### src/rtl/fp_join_pkg.sv
// Shared types for the FP operand joiner: one operand beat, one paired output beat,
// and the FIFO pointer-width helper.
package fp_join_pkg;

    // Operand width lives here because the beat/pair typedefs are built from it.
    localparam int BW  = 32;
    localparam int BWB = BW / 8;

    typedef struct packed {
        logic [BW-1:0]  data;
        logic [BWB-1:0] keep;
        logic           last;
    } beat_t;

    typedef struct packed {
        logic [2*BW-1:0]  data;
        logic [2*BWB-1:0] keep;
        logic             last;
    } pair_t;

    // One extra bit over the address so full and empty can be told apart.
    function automatic int ptr_w(input int depth);
        return $clog2(depth) + 1;
    endfunction

endpackage

### src/rtl/fp_join_if.sv
// AXI-Stream bundle for the joiner: operand streams A and B in, paired stream out.
interface fp_join_if;
    import fp_join_pkg::*;

    // Every stream: a beat transfers on a rising clock edge where TVALID and TREADY are
    // both high; a source holds TVALID and its payload stable until that edge, and
    // TVALID never waits on TREADY.
    logic              a_TVALID;
    logic [BW-1:0]     a_TDATA;
    logic [BWB-1:0]    a_TKEEP;
    logic              a_TLAST;
    logic              a_TREADY;

    logic              b_TVALID;
    logic [BW-1:0]     b_TDATA;
    logic [BWB-1:0]    b_TKEEP;
    logic              b_TLAST;
    logic              b_TREADY;

    logic              out_TVALID;
    logic [2*BW-1:0]   out_TDATA;
    logic [2*BWB-1:0]  out_TKEEP;
    logic              out_TLAST;
    logic              out_TREADY;

    modport slave (
        input  a_TVALID, a_TDATA, a_TKEEP, a_TLAST,
        output a_TREADY,
        input  b_TVALID, b_TDATA, b_TKEEP, b_TLAST,
        output b_TREADY,
        output out_TVALID, out_TDATA, out_TKEEP, out_TLAST,
        input  out_TREADY
    );

    modport master (
        output a_TVALID, a_TDATA, a_TKEEP, a_TLAST,
        input  a_TREADY,
        output b_TVALID, b_TDATA, b_TKEEP, b_TLAST,
        input  b_TREADY,
        input  out_TVALID, out_TDATA, out_TKEEP, out_TLAST,
        output out_TREADY
    );

endinterface

### src/rtl/fp_join_fifo.sv
// Per-operand beat FIFO with registered empty and registered ready (= not full).
// Ready is held low in reset and rises on the first edge after release.
module fp_join_fifo
    import fp_join_pkg::*;
#(
    parameter int DEPTH = 4
) (
    input  logic  clk_i,
    input  logic  rst_i,
    input  logic  valid_i,
    input  beat_t wdata_i,
    output logic  ready_o,
    input  logic  pop_i,
    output beat_t rdata_o,
    output logic  empty_o
);

    localparam int PW = ptr_w(DEPTH);
    localparam int AW = PW - 1;

    logic [PW-1:0] wr_q, wr_d;
    logic [PW-1:0] rd_q, rd_d;
    logic          empty_q, empty_d;
    logic          ready_q, full_d;
    logic          push;
    beat_t         mem_q [DEPTH];

    // The caller only pops when not empty; push is gated here by our own ready.
    assign push = valid_i && ready_q;

    always_comb begin
        wr_d    = push  ? wr_q + PW'(1) : wr_q;
        rd_d    = pop_i ? rd_q + PW'(1) : rd_q;
        empty_d = (wr_d == rd_d);
        full_d  = (wr_d[PW-1] != rd_d[PW-1]) && (wr_d[AW-1:0] == rd_d[AW-1:0]);
    end

    always_ff @(posedge clk_i or posedge rst_i) begin
        if (rst_i) begin
            wr_q    <= '0;
            rd_q    <= '0;
            empty_q <= 1'b1;
            ready_q <= 1'b0;
        end else begin
            wr_q    <= wr_d;
            rd_q    <= rd_d;
            empty_q <= empty_d;
            ready_q <= !full_d;
        end
    end

    always_ff @(posedge clk_i) begin
        if (push) begin
            mem_q[wr_q[AW-1:0]] <= wdata_i;
        end
    end

    assign rdata_o = mem_q[rd_q[AW-1:0]];
    assign empty_o = empty_q;
    assign ready_o = ready_q;

endmodule

### src/rtl/fp_operand_joiner.sv
// Pairs one A beat with one B beat into a registered {B,A} output beat; counts output
// handshakes and keeps a sticky flag for pairs whose TLASTs disagree.
module fp_operand_joiner
    import fp_join_pkg::*;
#(
    parameter int DEPTH = 4,
    parameter int CNT_W = 16
) (
    input  logic             clk_line,
    input  logic             clk_line_rst_high,
    fp_join_if.slave         io,
    input  logic             clear,
    output logic [CNT_W-1:0] pair_count,
    output logic             last_mismatch
);

    beat_t            a_in, b_in, a_head, b_head;
    logic             a_empty, b_empty;
    logic             fire, hs;
    pair_t            out_q, out_d;
    logic             out_valid_q, out_valid_d;
    logic [CNT_W-1:0] cnt_q, cnt_d;
    logic             mis_q, mis_d;

    assign a_in = '{data: io.a_TDATA, keep: io.a_TKEEP, last: io.a_TLAST};
    assign b_in = '{data: io.b_TDATA, keep: io.b_TKEEP, last: io.b_TLAST};

    fp_join_fifo #(.DEPTH(DEPTH)) u_fifo_a (
        .clk_i   (clk_line),
        .rst_i   (clk_line_rst_high),
        .valid_i (io.a_TVALID),
        .wdata_i (a_in),
        .ready_o (io.a_TREADY),
        .pop_i   (fire),
        .rdata_o (a_head),
        .empty_o (a_empty)
    );

    fp_join_fifo #(.DEPTH(DEPTH)) u_fifo_b (
        .clk_i   (clk_line),
        .rst_i   (clk_line_rst_high),
        .valid_i (io.b_TVALID),
        .wdata_i (b_in),
        .ready_o (io.b_TREADY),
        .pop_i   (fire),
        .rdata_o (b_head),
        .empty_o (b_empty)
    );

    // A pair moves only when both heads exist and the output slot is free or draining.
    always_comb begin
        fire  = !a_empty && !b_empty && (!out_valid_q || io.out_TREADY);
        hs    = out_valid_q && io.out_TREADY;
        out_d = out_q;
        if (fire) begin
            out_d = '{data: {b_head.data, a_head.data},
                      keep: {b_head.keep, a_head.keep},
                      last: a_head.last | b_head.last};
        end
        out_valid_d = fire ? 1'b1 : (io.out_TREADY ? 1'b0 : out_valid_q);
        cnt_d = clear ? '0 : (hs ? cnt_q + CNT_W'(1) : cnt_q);
        mis_d = clear ? 1'b0 : ((fire && (a_head.last != b_head.last)) ? 1'b1 : mis_q);
    end

    always_ff @(posedge clk_line or posedge clk_line_rst_high) begin
        if (clk_line_rst_high) begin
            out_q       <= '0;
            out_valid_q <= 1'b0;
            cnt_q       <= '0;
            mis_q       <= 1'b0;
        end else begin
            out_q       <= out_d;
            out_valid_q <= out_valid_d;
            cnt_q       <= cnt_d;
            mis_q       <= mis_d;
        end
    end

    assign io.out_TVALID = out_valid_q;
    assign io.out_TDATA  = out_q.data;
    assign io.out_TKEEP  = out_q.keep;
    assign io.out_TLAST  = out_q.last;
    assign pair_count    = cnt_q;
    assign last_mismatch = mis_q;

endmodule
### src/flat_wrapper.sv
// flat-port wrapper written by rule: the top's interface ports become plain ports
module fp_operand_joiner_flat import fp_join_pkg::*;
#(
    parameter int DEPTH = 4,
    parameter int CNT_W = 16
)
  (clk_line, clk_line_rst_high, clear, pair_count, last_mismatch, io_a_TVALID, io_a_TDATA, io_a_TKEEP, io_a_TLAST, io_a_TREADY, io_b_TVALID, io_b_TDATA, io_b_TKEEP, io_b_TLAST, io_b_TREADY, io_out_TVALID, io_out_TDATA, io_out_TKEEP, io_out_TLAST, io_out_TREADY);
  fp_join_if io_i ();
  input  logic clk_line;
  input  logic clk_line_rst_high;
  input  logic clear;
  output logic [CNT_W-1:0] pair_count;
  output logic last_mismatch;
  input wire logic [$bits(io_i.a_TVALID)-1:0] io_a_TVALID;
  input wire logic [$bits(io_i.a_TDATA)-1:0] io_a_TDATA;
  input wire logic [$bits(io_i.a_TKEEP)-1:0] io_a_TKEEP;
  input wire logic [$bits(io_i.a_TLAST)-1:0] io_a_TLAST;
  output wire logic [$bits(io_i.a_TREADY)-1:0] io_a_TREADY;
  input wire logic [$bits(io_i.b_TVALID)-1:0] io_b_TVALID;
  input wire logic [$bits(io_i.b_TDATA)-1:0] io_b_TDATA;
  input wire logic [$bits(io_i.b_TKEEP)-1:0] io_b_TKEEP;
  input wire logic [$bits(io_i.b_TLAST)-1:0] io_b_TLAST;
  output wire logic [$bits(io_i.b_TREADY)-1:0] io_b_TREADY;
  output wire logic [$bits(io_i.out_TVALID)-1:0] io_out_TVALID;
  output wire logic [$bits(io_i.out_TDATA)-1:0] io_out_TDATA;
  output wire logic [$bits(io_i.out_TKEEP)-1:0] io_out_TKEEP;
  output wire logic [$bits(io_i.out_TLAST)-1:0] io_out_TLAST;
  input wire logic [$bits(io_i.out_TREADY)-1:0] io_out_TREADY;
  assign io_i.a_TVALID = io_a_TVALID;
  assign io_i.a_TDATA = io_a_TDATA;
  assign io_i.a_TKEEP = io_a_TKEEP;
  assign io_i.a_TLAST = io_a_TLAST;
  assign io_a_TREADY = io_i.a_TREADY;
  assign io_i.b_TVALID = io_b_TVALID;
  assign io_i.b_TDATA = io_b_TDATA;
  assign io_i.b_TKEEP = io_b_TKEEP;
  assign io_i.b_TLAST = io_b_TLAST;
  assign io_b_TREADY = io_i.b_TREADY;
  assign io_out_TVALID = io_i.out_TVALID;
  assign io_out_TDATA = io_i.out_TDATA;
  assign io_out_TKEEP = io_i.out_TKEEP;
  assign io_out_TLAST = io_i.out_TLAST;
  assign io_i.out_TREADY = io_out_TREADY;
  fp_operand_joiner #(.DEPTH(DEPTH), .CNT_W(CNT_W)) u_core (.clk_line(clk_line), .clk_line_rst_high(clk_line_rst_high), .io(io_i), .clear(clear), .pair_count(pair_count), .last_mismatch(last_mismatch));
endmodule
### config.mk
export PLATFORM = sky130hd
export DESIGN_NAME = fp_operand_joiner_flat
export DESIGN_NICKNAME = d
export VERILOG_FILES = /design/src/rtl/fp_join_pkg.sv /design/src/rtl/fp_join_if.sv /design/src/rtl/fp_join_fifo.sv /design/src/rtl/fp_operand_joiner.sv /design/src/flat_wrapper.sv
export SDC_FILE = /design/constraint.sdc
export NUM_CORES = 1
export LEC_CHECK = 0
export BUFFER_PORTS_ARGS = -buffer_cell sky130_fd_sc_hd__buf_2
export CAP_MARGIN = 20
export CORE_MARGIN = 3
export CORE_UTILIZATION = 62
export DETAILED_ROUTE_END_ITERATION = 10
export PLACE_DENSITY = 0.91
export RECOVER_POWER = 100
export SLEW_MARGIN = 20
export SYNTH_ARGS = -nofsm -noshare
export SYNTH_HDL_FRONTEND = slang
export SYNTH_SLANG_ARGS = --single-unit
### constraint.sdc
create_clock -name clk_line -period 7.9 [get_ports clk_line]
set_clock_uncertainty 0.05 [all_clocks]
set_input_delay 0.395 -clock clk_line [delete_from_list [all_inputs] [get_ports clk_line]]
set_output_delay 0.395 -clock clk_line [all_outputs]
set_load 0.02 [all_outputs]
==> Word level (Yosys, flattened, before mapping) <==
Memories as Yosys holds them, arrays and structs flattened.
Cells that the tools add are included.
{ "word_totals": {"ff_bits": 107, "latch_bits": 0, "mem_bits_rw": 296, "mem_bits_ro": 0, "inputBits": 80, "elab_cells": 60, "n_memories": 2} }
{ "classes": {"add_sub_neg": 5, "n_mul": 0, "n_div": 0, "order_cmp": 0, "eq_ne": 7, "shifts": 0, "muxes": 14, "n_bitwise": 1, "n_reduce_logical": 17} }
{ "mem_list": {"columns": ["memory", "depth", "width", "rd", "rd_clocked_by_memory_dff", "wr", "line_no", "source"], "rows": [
  ["u_core.u_fifo_a.mem_q", 4, 37, 1, 0, 1, "fp_join_fifo.sv:26", "beat_t mem_q [DEPTH];"],
  ["u_core.u_fifo_b.mem_q", 4, 37, 1, 0, 1, "fp_join_fifo.sv:26", null]
]} }
{ "ops": {"columns": ["op", "n"], "rows": [
  ["2-to-1 mux 16 bit", 2],
  ["adder 16 x 1 -> 16 bit, second input constant", 1],
  ["adder 3 x 1 -> 3 bit, second input constant", 4],
  ["2-to-1 mux 3 bit", 4],
  ["logical AND 1 bit", 8],
  ["2-to-1 mux 1 bit", 8],
  ["== test 3 bit", 2],
  ["nonzero test 2 bit", 3],
  ["logical NOT 1 bit", 5],
  ["== test 2 bit", 2],
  ["inequality test 1 bit", 3],
  ["logical OR 1 bit", 1],
  ["OR 1 bit", 1]
]} }

==> Logic depth before layout (Yosys ltp) <==
{ "logic_depth": {"word_depth": 7, "depth_mapped": 7, "depth_no_buf": 6} }

==> Hierarchy <==
Synthesis repeated with hierarchy kept, for this count alone.
{ "unflattened": {"cells_unflattened": 862, "hier_area_um2": 15203.3} }
{ "by_module_without_submodules": {"columns": ["mod", "n_inst", "cells_per_inst", "area_per_inst_um2", "seq_area_each_um2"], "rows": [
  ["fp_join_fifo", 2, 231, 5795.6, 4645.7],
  ["fp_operand_joiner", 1, 400, 3612.2, 2277.2]
]} }

==> Worst setup path after synthesis <==
OpenSTA, ideal clock, no wires.
{ "synth_timing": {"kind": "register to register", "startpoint": "reg u_core.u_fifo_b.ready_q (netlist: u_core.u_fifo_b.ready_o)", "endpoint": "reg u_core.u_fifo_b.empty_q (netlist: u_core.u_fifo_b.empty_o)", "t_arrival_ps": 2402, "t_required_ps": 7791, "slack_ps": 5390, "stages_incl_launch_ff": 5, "path_buffers": 0, "path_cell_list": "dfrtp_1 -> and3_1 -> xor2_1 -> xor3_1 -> o21ba_2"} }
{ "synth_between": {"elab_chain_len": 3} }
{ "synth_lines": {"columns": ["element", "line_no", "source"], "rows": [
  ["start: declaration", "fp_join_fifo.sv:24", "logic ready_q, full_d;"],
  ["start signal: assignment", "fp_join_fifo.sv:48", "ready_q <= !full_d;"],
  ["logical AND 1 bit", "fp_join_fifo.sv:29", "assign push = valid_i && ready_q;"],
  ["2-to-1 mux 3 bit", "fp_join_fifo.sv:32", "wr_d = push ? wr_q + PW'(1) : wr_q;"],
  ["net u_core.u_fifo_b.wr_d[2]", "fp_join_fifo.sv:21", "logic [PW-1:0] wr_q, wr_d;"],
  ["== test 3 bit", "fp_join_fifo.sv:34", "empty_d = (wr_d == rd_d);"],
  ["net u_core.u_fifo_b.empty_d", "fp_join_fifo.sv:23", "logic empty_q, empty_d;"],
  ["end signal: assignment", "fp_join_fifo.sv:47", "empty_q <= empty_d;"],
  ["end: declaration", "fp_join_fifo.sv:23", null]
]} }
The timed path passes the listed nets, and every way through them passes these cells.
A chain may end at the register's enable or synchronous reset.

==> Worst setup path in the final report <==
{ "layout_timing": {"startpoint": "reg u_core.u_fifo_b.empty_q (netlist: u_core.u_fifo_b.empty_o)", "endpoint": "reg u_core.mis_q (netlist: u_core.last_mismatch)"} }
{ "layout_between": {"elab_chain_len": 5} }
{ "layout_lines": {"columns": ["element", "line_no", "source"], "rows": [
  ["logical NOT 1 bit", "fp_operand_joiner.sv:52", "fire = !a_empty && !b_empty && (!out_valid_q || io.out_TREADY);"],
  ["logical AND 1 bit (2 in a row)", "fp_operand_joiner.sv:52", null],
  ["logical AND 1 bit", "fp_operand_joiner.sv:62", "mis_d = clear ? 1'b0 : ((fire && (a_head.last != b_head.last)) ? 1'b1 : mis_q);"],
  ["nonzero test 2 bit (no source line)", null, null],
  ["end signal: assignment", "fp_operand_joiner.sv:75", "mis_q <= mis_d;"],
  ["end: declaration", "fp_operand_joiner.sv:23", "logic mis_q, mis_d;"]
]} }
Every way passes these cells.

==> impl_metrics.py <==
metrics = {
    "run_status": {
        "status": "finished with violations",
        "violations": "max-capacitance violations, max-slew violations",
    },
    "clocking": {
        "clockBufferDepth": 3,
        "cts_tree": "yes",
        "cts.sinks": 403,
        "clk_latency_ns": 0.52,
        "clkTransAtPathRegs_ns": 0.06,
        "post_cts_resized": 0,
        "cts_max_level": 2,
        "cts_buffers": 40,
        "clock_tree.root_cell": "clkbuf_16",
        "cts_setup_buffers": 0,
    },
    "synth": {
        "yosys-top-cells-area": "edfxtp_1, dfrtp_1, mux4_2",
        "synth_edf_count": 296,
        "synth_ff_type": "edfxtp_1",
        "syn_avg_cell_area_um2": 17.5,
        "synth_top_area_share_pct": 58.3,
        "yosys.area.top_type": "edfxtp_1",
        "ys_warn_count": 0,
        "seq_area_frac_synth_pct": 75.9,
        "synth.cell_area_um2": 15200,
        "synth_commonest_cells": "edfxtp_1, nand2_1, dfrtp_1",
        "synthCells": 873,
        "synth_nets": 965,
        "yosysMostFrequentCell": "edfxtp_1",
        "synthArstFlopShare_pct": 26.6,
        "yosys.cell_types.count": 40,
        "ys_ff_latch": 403,
    },
    "critical_path": {
        "crit_required_ns": 8.29,
        "cp-start-kind": "register",
        "path_delay_family": "simple AND/OR/NAND/NOR gates",
        "crit_top_cell": "nor2_1",
        "critPathLaunch": "u_core.u_fifo_b.empty_o$_DFF_PP1_",
        "critPathKind": "reg2reg",
        "cpMaxStageDelayCell": "nor2_1",
        "crit_path_end_kind": "register",
        "crit_buf_inv": 1,
        "arrival_ns": 5.14,
        "r2r_start": "u_core.u_fifo_b.empty_o$_DFF_PP1_",
        "crit_fanout": 45,
        "path_cells": "or2_2 -> nor2_1 -> clkbuf_1 -> a21oi_1 -> nor2_1",
        "crit_path_max_incr_delay_ns": 1.75,
    },
    "finish": {
        "drive_gt1_share_pct": 14.4,
        "nets": 1150,
        "final_area_um2": 17400,
        "syn_to_final_growth_pct": 14.3,
    },
    "pwr": {
        "irDropWorstVdd_uv": 190,
        "leakagePower_nw": 6.45,
        "power_density_nw_per_um2": 395,
        "p_total_mw": 6.88,
    },
    "hold_path": {
        "hold_path.class": "in2reg",
        "hp-start": "io_a_TDATA[10]",
    },
    "routing": {
        "vias_per_cell": 5.87,
        "routed_wl_um": 32000,
        "routedWlPerCell_um": 22.7,
        "drt_iter0_markers": 767,
        "ant_nets": 0,
        "drtPass1Iterations": 5,
        "vias": 8263,
        "remaining_drc_errors": 0,
    },
    "placement": {
        "hpwl_um": 18500,
        "portBuffers": 172,
        "dpl_cell_area_um2": 16400,
        "gp_congestion": 0.777,
        "place_ws_ns": 5.40,
    },
    "grt": {
        "grt_pass1_wl_um": 49700,
        "antenna_found_initial": 2,
        "gr-usage-all-layers_pct": 24.8,
        "overflow": 0,
        "grt_pass1_vias": 8877,
        "grt_max_degree": 83,
    },
    "timing": {
        "report.final.slew_viol_count": 493,
        "fin_crit_sh_pct": 60.1,
        "setup_ws_ns": 3.15,
        "max_slew_margin_pct": -63.2,
        "hold_viol_final": 0,
        "max_freq_mhz": 211,
        "fin_tns_setup_ns": 0,
        "tightest_slew_ns": 2.45,
        "rsz0062_at_grt": "no",
        "min_period_ns": 4.75,
        "finalSetupViolations": 0,
    },
    "floorplanning": {
        "die_area_um2": 26500,
        "die_w_um": 163,
        "io-pin-count": 173,
        "core_um2": 23800,
        "rows": 56,
        "die_h_um": 163,
        "start_util_pct": 64.0,
    },
    "flow_run": {
        "cap_violations": 13,
    },
}
-- cell usage in the layout, fill, tap and decap left out, types with 3 or more instances in the layout --
cell type,synthesis,final
edfxtp_1,296,296
nand2_1,230,231
clkbuf_1,11,177
dfrtp_1,105,103
mux4_2,74,74
clkbuf_16,0,41
nor2_1,14,14
xnor2_1,12,12
ha_1,12,12
inv_1,11,10
clkinv_2,0,10
and3_1,10,9
xor2_1,8,8
nand3_1,8,8
clkbuf_8,0,8
a21oi_1,7,7
o21ai_0,5,5
nor3_1,5,5
nor4_1,4,5
clkinv_1,0,4
buf_2,15,4
or3_1,3,3
nand4_1,3,3
-- logic make-up after synthesis --
group	after synthesis	synth area share, %
compound gates	21	0.936
xor+xnor	24	1.76
fa+ha+maj	12	0.985
buf+inv	46	1.40
flops	403	75.9
mux	74	10.9
simple gates	293	8.10
-- path summary, 6_finish.rpt --
path	endpoint	slack, ns	cells after the start
max	u_core.last_mismatch$_DFFE_PP0P_	3.15	5
min	u_core.u_fifo_a.mem_q[1][15]$_DFFE_PP_	0.09	1
max reg2reg	u_core.last_mismatch$_DFFE_PP0P_	3.15	5
min reg2reg	u_core.io.out_TDATA[20]$_DFFE_PP0P_	0.42	2
max in group asynchronous	u_core.u_fifo_b.rd_q[1]$_DFF_PP0_	5.24	4
min in group asynchronous	u_core.io.out_TDATA[17]$_DFFE_PP0P_	0.85	3
-- per-layer routing --
layer  part of all wire, %  track usage, %  up-vias
met5                 0.078               0        -
met4                   4.4            12.2        4
met3                   6.7            5.52      104
met2                    52            41.1      350
met1                    37            31.4     4193
li1                      -               -     3612
-- through the flow --
step	util (%)	hold slack [ns]	instances
6_report	73.1	0.0890	1408
5_1_grt	73.1	0.0750	1406
4_1_cts	74.2	0.0207	1406
3_5_place_dp	68.8	0.407	1334
3_3_place_gp	68.8	0.403	1334
2_1_floorplan	-	0.393	873
-- sequential cells by signal (all words and copies together) (netlist names), 3 cells and up --
name / flops
u_core.u_fifo_b.mem_q: 148
u_core.u_fifo_a.mem_q: 148
u_core.io.out_TDATA: 64
u_core.io.out_TKEEP: 8
u_core.u_fifo_b.rd_q: 3
u_core.pair_count: 16
u_core.u_fifo_a.wr_q: 3
u_core.u_fifo_a.rd_q: 3
u_core.u_fifo_b.wr_q: 3
-- final cells by class --
class,count,area (um2)
Clock inverter,16,103
Tap cell,319,399
Timing Repair Buffer,178,687
Fill cell,1440,6400
Inverter,11,42.5
Clock buffer,55,1160
Antenna cell,2,5.00
Multi-Input combinational cell,424,3460
Sequential cell,403,11600
-- repair_timing --
item / 4_1_cts / 5_1_grt
hold endpoints to repair: 38 / 0
hold buffers: 1 / 0
setup endpoints to repair: 0 / 0
-- power breakdown --
group / internal [mW] / total (mW) / leakage (nW) / switching (mW)
clock: 1.06 / 1.81 / 0.630 / 0.758
combinational: 0.755 / 1.87 / 1.79 / 1.12
sequential: 2.85 / 3.19 / 4.03 / 0.346
Power figures use the tool's default switching activity.
